<file path="src/rtl/ex_mem_wb_arbiter.sv">
// ex_mem_wb_arbiter
// Collects completed results from FU0 (ALU), FU1 (ALU/MUL) and FU2 (LSU) into
// private DEPTH-entry FIFOs. A round-robin scheduler places up to two queue
// heads per cycle onto the two registered result-broadcast ports.
// Optional feature macro: ARB_PERF_CNT_EN adds backpressure and dual-issue
// performance counters (perf_bp0/1/2, perf_dual).
module ex_mem_wb_arbiter #(
    parameter int DEPTH  = 2,
    parameter int TAG_W  = 6,
    parameter int DATA_W = 32
) (
    input  logic              clk,
    input  logic              rstn,
    input  logic              flush,
    input  logic              out_stall,
    input  logic [2:0]        fu_valid,
    output logic [2:0]        fu_ready,
    input  logic [DATA_W-1:0] fu0_result,
    input  logic [DATA_W-1:0] fu1_result,
    input  logic [DATA_W-1:0] fu2_result,
    input  logic [DATA_W-1:0] fu0_pc,
    input  logic [DATA_W-1:0] fu1_pc,
    input  logic [DATA_W-1:0] fu2_pc,
    input  logic [TAG_W-1:0]  fu0_tag,
    input  logic [TAG_W-1:0]  fu1_tag,
    input  logic [TAG_W-1:0]  fu2_tag,
    output logic              p0_valid,
    output logic              p1_valid,
    output logic [DATA_W-1:0] p0_result,
    output logic [DATA_W-1:0] p1_result,
    output logic [DATA_W-1:0] p0_pc,
    output logic [DATA_W-1:0] p1_pc,
    output logic [TAG_W-1:0]  p0_tag,
    output logic [TAG_W-1:0]  p1_tag,
    output logic [1:0]        p0_src,
    output logic [1:0]        p1_src,
    output logic [2:0]        tunnel_out
`ifdef ARB_PERF_CNT_EN
    ,
    output logic [31:0]       perf_bp0,
    output logic [31:0]       perf_bp1,
    output logic [31:0]       perf_bp2,
    output logic [31:0]       perf_dual
`endif
);

    localparam int PW = (DEPTH > 1) ? $clog2(DEPTH) : 1;
    localparam int CW = PW + 1;
    localparam int EW = 2 * DATA_W + TAG_W;

    // Entry layout: {result, pc, tag}
    logic [EW-1:0] fu_entry [3];
    logic [EW-1:0] mem      [3][DEPTH];
    logic [PW-1:0] wr_ptr   [3];
    logic [PW-1:0] rd_ptr   [3];
    logic [CW-1:0] cnt      [3];
    logic [EW-1:0] head     [3];

    logic [2:0]    enq;
    logic [2:0]    deq;
    logic [2:0]    non_empty;

    logic [1:0]    rr_ptr;
    logic          gnt0_vld;
    logic          gnt1_vld;
    logic [1:0]    gnt0_idx;
    logic [1:0]    gnt1_idx;
    logic [2:0]    scan_sum;
    logic [1:0]    scan_idx;
    logic [EW-1:0] gnt0_entry;
    logic [EW-1:0] gnt1_entry;

    // Pack FU inputs and derive per-queue status from registered counts only
    always_comb begin
        fu_entry[0] = {fu0_result, fu0_pc, fu0_tag};
        fu_entry[1] = {fu1_result, fu1_pc, fu1_tag};
        fu_entry[2] = {fu2_result, fu2_pc, fu2_tag};
        for (int i = 0; i < 3; i++) begin
            fu_ready[i]  = (cnt[i] < CW'(DEPTH));
            non_empty[i] = (cnt[i] != '0);
            enq[i]       = fu_valid[i] & fu_ready[i] & ~flush;
            head[i]      = mem[i][rd_ptr[i]];
        end
    end

    // Round-robin scan from rr_ptr: first non-empty head to port 0, second to port 1
    always_comb begin
        gnt0_vld = 1'b0;
        gnt1_vld = 1'b0;
        gnt0_idx = 2'd0;
        gnt1_idx = 2'd0;
        scan_sum = 3'd0;
        scan_idx = 2'd0;
        if (!flush && !out_stall) begin
            for (int k = 0; k < 3; k++) begin
                scan_sum = {1'b0, rr_ptr} + 3'(k);
                if (scan_sum >= 3'd3) begin
                    scan_sum = scan_sum - 3'd3;
                end
                scan_idx = scan_sum[1:0];
                if (non_empty[scan_idx]) begin
                    if (!gnt0_vld) begin
                        gnt0_vld = 1'b1;
                        gnt0_idx = scan_idx;
                    end else if (!gnt1_vld) begin
                        gnt1_vld = 1'b1;
                        gnt1_idx = scan_idx;
                    end
                end
            end
        end
    end

    // Dequeue strobes and payload selection for the two grants
    always_comb begin
        deq = 3'b000;
        if (gnt0_vld) deq[gnt0_idx] = 1'b1;
        if (gnt1_vld) deq[gnt1_idx] = 1'b1;
        gnt0_entry = head[gnt0_idx];
        gnt1_entry = head[gnt1_idx];
    end

    // Queue storage; contents need no reset because counts gate visibility
    always_ff @(posedge clk) begin
        for (int i = 0; i < 3; i++) begin
            if (enq[i]) begin
                mem[i][wr_ptr[i]] <= fu_entry[i];
            end
        end
    end

    // Queue pointers and occupancy; flush and reset both empty every queue
    always_ff @(posedge clk) begin
        for (int i = 0; i < 3; i++) begin
            if (!rstn || flush) begin
                wr_ptr[i] <= '0;
                rd_ptr[i] <= '0;
                cnt[i]    <= '0;
            end else begin
                if (enq[i]) wr_ptr[i] <= wr_ptr[i] + PW'(1);
                if (deq[i]) rd_ptr[i] <= rd_ptr[i] + PW'(1);
                if (enq[i] && !deq[i]) begin
                    cnt[i] <= cnt[i] + CW'(1);
                end else if (!enq[i] && deq[i]) begin
                    cnt[i] <= cnt[i] - CW'(1);
                end
            end
        end
    end

    // Round-robin pointer moves past the last granted FU; idle cycles hold it
    always_ff @(posedge clk) begin
        if (!rstn) begin
            rr_ptr <= 2'd0;
        end else if (gnt1_vld) begin
            rr_ptr <= (gnt1_idx == 2'd2) ? 2'd0 : gnt1_idx + 2'd1;
        end else if (gnt0_vld) begin
            rr_ptr <= (gnt0_idx == 2'd2) ? 2'd0 : gnt0_idx + 2'd1;
        end
    end

    // Broadcast port registers; an ungranted port drops valid and keeps its payload
    always_ff @(posedge clk) begin
        if (!rstn) begin
            p0_valid   <= 1'b0;
            p1_valid   <= 1'b0;
            p0_result  <= '0;
            p1_result  <= '0;
            p0_pc      <= '0;
            p1_pc      <= '0;
            p0_tag     <= '0;
            p1_tag     <= '0;
            p0_src     <= 2'd0;
            p1_src     <= 2'd0;
            tunnel_out <= 3'b000;
        end else begin
            p0_valid   <= gnt0_vld;
            p1_valid   <= gnt1_vld;
            tunnel_out <= deq;
            if (gnt0_vld) begin
                {p0_result, p0_pc, p0_tag} <= gnt0_entry;
                p0_src <= gnt0_idx;
            end
            if (gnt1_vld) begin
                {p1_result, p1_pc, p1_tag} <= gnt1_entry;
                p1_src <= gnt1_idx;
            end
        end
    end

`ifdef ARB_PERF_CNT_EN
    logic [31:0] perf_bp [3];

    assign perf_bp0 = perf_bp[0];
    assign perf_bp1 = perf_bp[1];
    assign perf_bp2 = perf_bp[2];

    // Saturating counters; only rstn clears them so they survive mispredict flushes
    always_ff @(posedge clk) begin
        if (!rstn) begin
            for (int i = 0; i < 3; i++) perf_bp[i] <= '0;
            perf_dual <= '0;
        end else begin
            for (int i = 0; i < 3; i++) begin
                if (fu_valid[i] && !fu_ready[i] && perf_bp[i] != 32'hFFFF_FFFF) begin
                    perf_bp[i] <= perf_bp[i] + 32'd1;
                end
            end
            if (gnt1_vld && perf_dual != 32'hFFFF_FFFF) begin
                perf_dual <= perf_dual + 32'd1;
            end
        end
    end
`endif

endmodule

</file>
<file path="config.mk">
export PLATFORM = sky130hd
export DESIGN_NAME = ex_mem_wb_arbiter
export DESIGN_NICKNAME = d
export VERILOG_FILES = /design/src/rtl/ex_mem_wb_arbiter.sv
export SDC_FILE = /design/constraint.sdc
export NUM_CORES = 1
export LEC_CHECK = 0
export CAP_MARGIN = 15
export CORE_MARGIN = 1.5
export CORE_UTILIZATION = 44
export DETAILED_ROUTE_END_ITERATION = 10
export PLACE_DENSITY = 0.67
export SLEW_MARGIN = 0
export SYNTH_ARGS = -nofsm -noshare
export SYNTH_HDL_FRONTEND = slang
export SYNTH_SLANG_ARGS = --single-unit
</file>
<file path="constraint.sdc">
create_clock -name clk -period 14 [get_ports clk]
set_clock_uncertainty 0.1 [all_clocks]
set_input_delay 1.4 -clock clk [delete_from_list [all_inputs] [get_ports clk]]
set_output_delay 1.4 -clock clk [all_outputs]
set_load 0.01 [all_outputs]
</file>
; ---- Yosys cells after proc, flatten, opt, wreduce, memory -nomap -nowiden
; Memory sizes are Yosys's and may differ from the RTL's.
; Cells that the tools add are included.
[op_classes]
addsub = 19
magnitude_cmp = 24
n_eq_ne = 2
muxes = 125
n_bitwise = 28
reduce_logical = 26
[ops]
columns = operator, count
row1 = 70-bit two-way mux, 16
row2 = 140-bit two-way mux, 3
row3 = 70-bit binary-select mux with 2-bit select, 2
row4 = 70-bit demux with 1-bit select, 3
row5 = 1-bit two-way mux, 65
row6 = 2-bit two-way mux, 29
row7 = 2-bit by 3-bit < comparator with 1-bit output (second input constant), 5
row8 = 2-bit >= comparator (second input constant), 7
row9 = 1-bit logical AND, 12
row10 = 1-bit inverter with 2-bit output, 6
row11 = 1-bit bitwise OR, 12
row12 = 2-bit by 1-bit adder with 2-bit output (second input constant), 5
row13 = 1-bit zero test, 9
row14 = 2-bit nonzero test, 4
row15 = 1-bit adder (second input constant), 6
row16 = 1-bit bitwise AND, 6
row17 = 1-bit binary-select mux with 2-bit select, 3
row18 = 3-bit by 2-bit >= comparator with 1-bit output (second input constant), 2
row19 = 3-bit >= comparator (second input constant), 2
row20 = 2-bit by 1-bit < comparator with 1-bit output (second input constant), 3
row21 = 2-bit < comparator (second input constant), 3
row22 = 3-bit two-way mux, 2
row23 = 2-bit inverter with 3-bit output, 2
row24 = 2-bit by 1-bit subtractor with 2-bit output (second input constant), 3
row25 = other kinds (9), 14
[totals]
regBits = 151
ramBits = 432
in_bits = 217
out_inout_bits = 152
word_cells = 240
mem_count = 4
[mem_list]
columns = memory, words, word_bits, rd, rd_ports_with_merged_regs, wr, line_no
row1 = mem, 3, 140, 3, 0, 3, 53  ; logic [EW-1:0] mem [3][DEPTH];
row2 = cnt, 3, 2, 3, 0, 3, 56  ; logic [CW-1:0] cnt [3];
row3 = rd_ptr, 3, 1, 3, 0, 3, 55  ; logic [PW-1:0] rd_ptr [3];
row4 = wr_ptr, 3, 1, 3, 0, 3, 54  ; logic [PW-1:0] wr_ptr [3];

; ---- Logic depth before layout (Yosys ltp)
[depth]
word_depth = 27
depth_mapped = 13

; ---- Least setup slack after synthesis
; Ideal clock, no wire load.
[synth_path]
path_kind = in2reg
startpoint = in flush
endpoint = mem mem[0][140] (netlist name) (enable)
arrival_ns = 6.731
path_slack_ns = 6.570
stages = 2
path_buffers = 1
cell_sequence = clkbuf_1 nor3b_1
[synth_lines]
columns = item, line_no
row1 = "start, declared", 14  ; input logic flush,
row2 = "end, declared", 53

; ---- Worst setup path after layout
[layout_path]
startpoint = in flush
endpoint = reg p1_pc[31]
[layout_between]
elab_chain_len = 7
[layout_rtl]
columns = item, line_no
row1 = 1-bit zero test (*), 94  ; if (!flush && !out_stall) begin
row2 = 1-bit logical AND (*), 94
row3 = 2-bit two-way mux, 94
row4 = 2-bit inverter with 3-bit output (implied by the code), 120  ; gnt1_entry = head[gnt1_idx];
row5 = 70-bit binary-select mux with 2-bit select, 120
row6 = 70-bit two-way mux (implied by the code) (2 in a row), 120
row7 = "end signal, assigned", 185  ; {p1_result, p1_pc, p1_tag} <= gnt1_entry;
row8 = "end, declared", 32  ; output logic [DATA_W-1:0] p1_pc,
; Every way passes the cells marked *; elsewhere a longest branch is shown, timed or not. The select of a mux whose other input is x is not followed.
; A chain may end at the register's enable or synchronous reset.

==> metrics.md <==
| Metric | Value |
|---|---|
| Lkg Pwr | 10.2 nW |
| Fin crit share | 35.6% |
| Grt ovf | 0 |
| Finished Layout Cells | 3024 |
| Critical Path Source Type | input pin |
| Cell internal pwr | 0.00326 W |
| Setup TNS | 0 ns |
| Post-synth top cells | edfxtp_1 (432), nand3_1 (183), mux2i_1 (173), nor2_1 (154), dfxtp_1 (151) |
| CP Max Fanout | 49 |
| Layout cells sized above 1 | 11.9% |
| Distinct cells, synth | 57 |
| DRC | 0 |
| CTS Buf Count | 61 |
| Clock tree buffer depth | 3 |
| Final wirelength | 77600 µm |
| Worst Setup Slack, final | 9.01 ns |
| Pin count of the biggest net entering global routing | 96 |
| Fin. Hold Viols | 0 |
| Post-Syn Area per Cell | 12.9 µm² |
| Hold Buf Count CTS | 0 |
| Max Slew Vio Count | 0 |
| Sequential fraction of design power | 45.6% |
| Synthesized area | 24700 µm² |
| DR vias | 18200 |
| Die X | 240 µm |
| Status | finished clean |
| FF+latch area | 16000 µm² |
| Layout area overhead | 26.5% |
| R2R Setup Slk | 9.13 ns |
| Post-CTS Setup Bufs | 0 |
| NetSw | 0.00114 W |
| Top cells by area, synth | edfxtp_1 (52%), dfxtp_1 (12%), mux2i_1 (7.0%), nand3_1 (3.7%), mux2_2 (3.3%) |
| Yosys top cell area share | 52.5% |
| CTS tree | built |
| Setup violations, final | 0 |
| Req. time, crit path | 14.39 ns |
| Vias/cell | 6.01 |
| Power Density | 140 nW/µm² |
| Total Power Consumption | 0.00439 W |
| Dpl cells | 2902 |
| RSZ-0062 raised after global routing | false |
| Cell taking the most area after synthesis | edfxtp_1 |
| Most common cell in the synthesized netlist | edfxtp_1 |
| Kind of critical path | in -> reg |
| Final nets | 2440 |
| Peak VDD IR | 0.000121 V |
| Tmin final | 4.99 ns |
| Initial cell density of the core | 44.7% |
| Drt first pass iters | 5 |
| Vias in the first global route | 18500 |
| Yosys reg bits | 583 |
| Dominant synthesized flop cell | edfxtp_1 |
| Seq/Total Area, Yosys | 64.7% |
| Switching Share | 25.9% |
| Multi-input logic area | 8120 µm² |
| Ys Warns | 0 |
| PortBufs | 368 |
| Skew-Pair Late Insertion Delay | 0.63 ns |
| Clock Tree Root | clkbuf_16 |
| EDFF count, synth | 432 |
| Antenna violations before repair | 16 |
| Slew margin rel. | 19.6% |
| Top-Level Pins | 369 |
| Syn Inst Count | 1912 |
| GP Congestion | 0.865 |
| Ys async rst share | 0% |
| Routed len/inst | 25.6 µm |
| Syn Nets | 2135 |
| Setup WS pre-CTS | 8.45 ns |
| Hold path start | p1_src[1] |
| Die footprint | 57600 µm² |
| Total of max-cap violations | 0 |
| Drt initial violations | 1524 |
| Critical path origin | flush |
| H-tree Lvls | 2 |
| Std-Cell Rows | 86 |
| Comb pwr share | 15.7% |
| HP Class | reg -> reg |
| Critical path arrival | 5.38 ns |
| Core box area | 55300 µm² |
| Detail Route Antenna Nets | 0 |
| Worst Tran Pin Value | 1.20 ns |
| Die Ht | 240 µm |
| Worst r2r src | rr_ptr[1] |
| CTS sink cnt | 583 |
| CP Capture Type | register |
| Post-CTS sizing | 0 |
| Filler cells | 4505 |
| Reg clk slew, reported paths | 0.06 ns |
| HPWL after detailed placement | 46400 µm |
| GRT Overall Usage | 26.5% |
| FMAX | 0.201 GHz |
| First-pass GRT wire length | 113000 µm |
| Clk pwr share | 38.7% |
==> power by group through the flow <==
stage / logic (W) / registers, W / clock network, W
2_1_floorplan: 0.000344 / 0.00205 / 0
3_3_place_gp: 0.000665 / 0.00203 / 0
3_5_place_dp: 0.000683 / 0.00204 / 0
4_1_cts: 0.000686 / 0.00200 / 0.00172
5_1_grt: 0.000735 / 0.00201 / 0.00179
6_report: 0.000692 / 0.00200 / 0.00170
==> cells in the final DEF, fill, tap and decap left out, drive strengths merged, types with 3 or more instances in the layout <==
cell type      instances
and2                   5
nor3                  10
nand2                 92
o311ai                39
and3                   4
mux2                  74
a221o                 69
edfxtp               432
dfxtp                151
o211ai                71
o31ai                  3
buf                   35
inv                   40
or3b                   3
a21oi                 12
clkdlybuf4s50        367
nor2b                  3
clkbuf                90
nand2b                 7
o221ai                30
or2                   40
nor4b                  3
nand4                 38
a31oi                  3
clkinv                16
a211oi                74
mux2i                173
bufinv                 7
o21ai                  6
nand3                183
diode                  6
nor2                 154
nor3b                  3
ha                     6
==> stage by stage <==
stage                     utilization [%]  hold slack [ns]  area [µm²]
final                                56.5            0.370       31300
after global routing                 56.5            0.410       31300
after global placement               52.7            0.354       29100
after detailed placement             52.7            0.359       29100
after floorplan                         -            0.380       24700
after CTS                            56.5            0.368       31300
==> sequential cells by signal, summed over array words and instances (netlist names) <==
| name | flops |
|---|---|
| mem | 420 |
| p0_pc | 32 |
| p0_result | 32 |
| p1_pc | 32 |
| p1_result | 32 |
| cnt | 6 |
| p0_tag | 6 |
| p1_tag | 6 |
| rd_ptr | 3 |
| tunnel_out | 3 |
| wr_ptr | 3 |
| p0_src | 2 |
| p1_src | 2 |
| rr_ptr | 2 |
| p0_valid | 1 |
| p1_valid | 1 |
==> layout make-up <==
class	count	area share [%]
antenna	6	0.0480
sequential	583	51.2
multi-input combinational	1131	26.0
clock inverter	26	1.02
clock buffer	90	5.78
inverter	38	0.464
timing repair buffer	402	12.6
tap	748	2.99
==> worst paths after layout <==
kind / cells past startpoint / endpoint
setup reg to reg: 10 / p0_result[30]
hold reg to reg: 2 / p1_src[1]
setup / recovery: 8 / p1_pc[31]
hold / removal: 2 / p1_src[1]
==> critical path: stages <==
cell	delay, ns
clkdlybuf4s50_1	0.77
or2_1	0.61
nor4b_2	0.24
a211oi_4	1.04
buf_4	0.80
nand2_1	0.12
o311ai_0	0.18
o211ai_1	0.16
==> layer usage <==
layer / track usage, % / part of all wire (%) / vias up / wire length (µm)
li1: - / - / 8030 / -
met1: 33.6 / 39 / 8907 / 30500
met2: 43.8 / 48 / 1020 / 37100
met3: 5.89 / 9.4 / 208 / 7290
met4: 10.9 / 3.3 / 20 / 2530
met5: 0 / 0.18 / - / 137
==> cells by family (layout without fill, tap and decap cells) <==
| kind of cell | count (synthesis) | in the layout | share of synthesized area, % |
|---|---|---|---|
| flops | 583 | 583 | 64.7 |
| simple gates | 551 | 551 | 10.6 |
| compound gates | 325 | 325 | 10.8 |
| mux | 247 | 247 | 10.4 |
| buf+inv | 198 | 556 | 3.08 |
| fa+ha+maj | 6 | 6 | 0.304 |
| xor+xnor | 2 | 2 | 0.0709 |
| other cells | 0 | 6 | 0 |
Note: power is estimated with default switching activity, not from simulation.
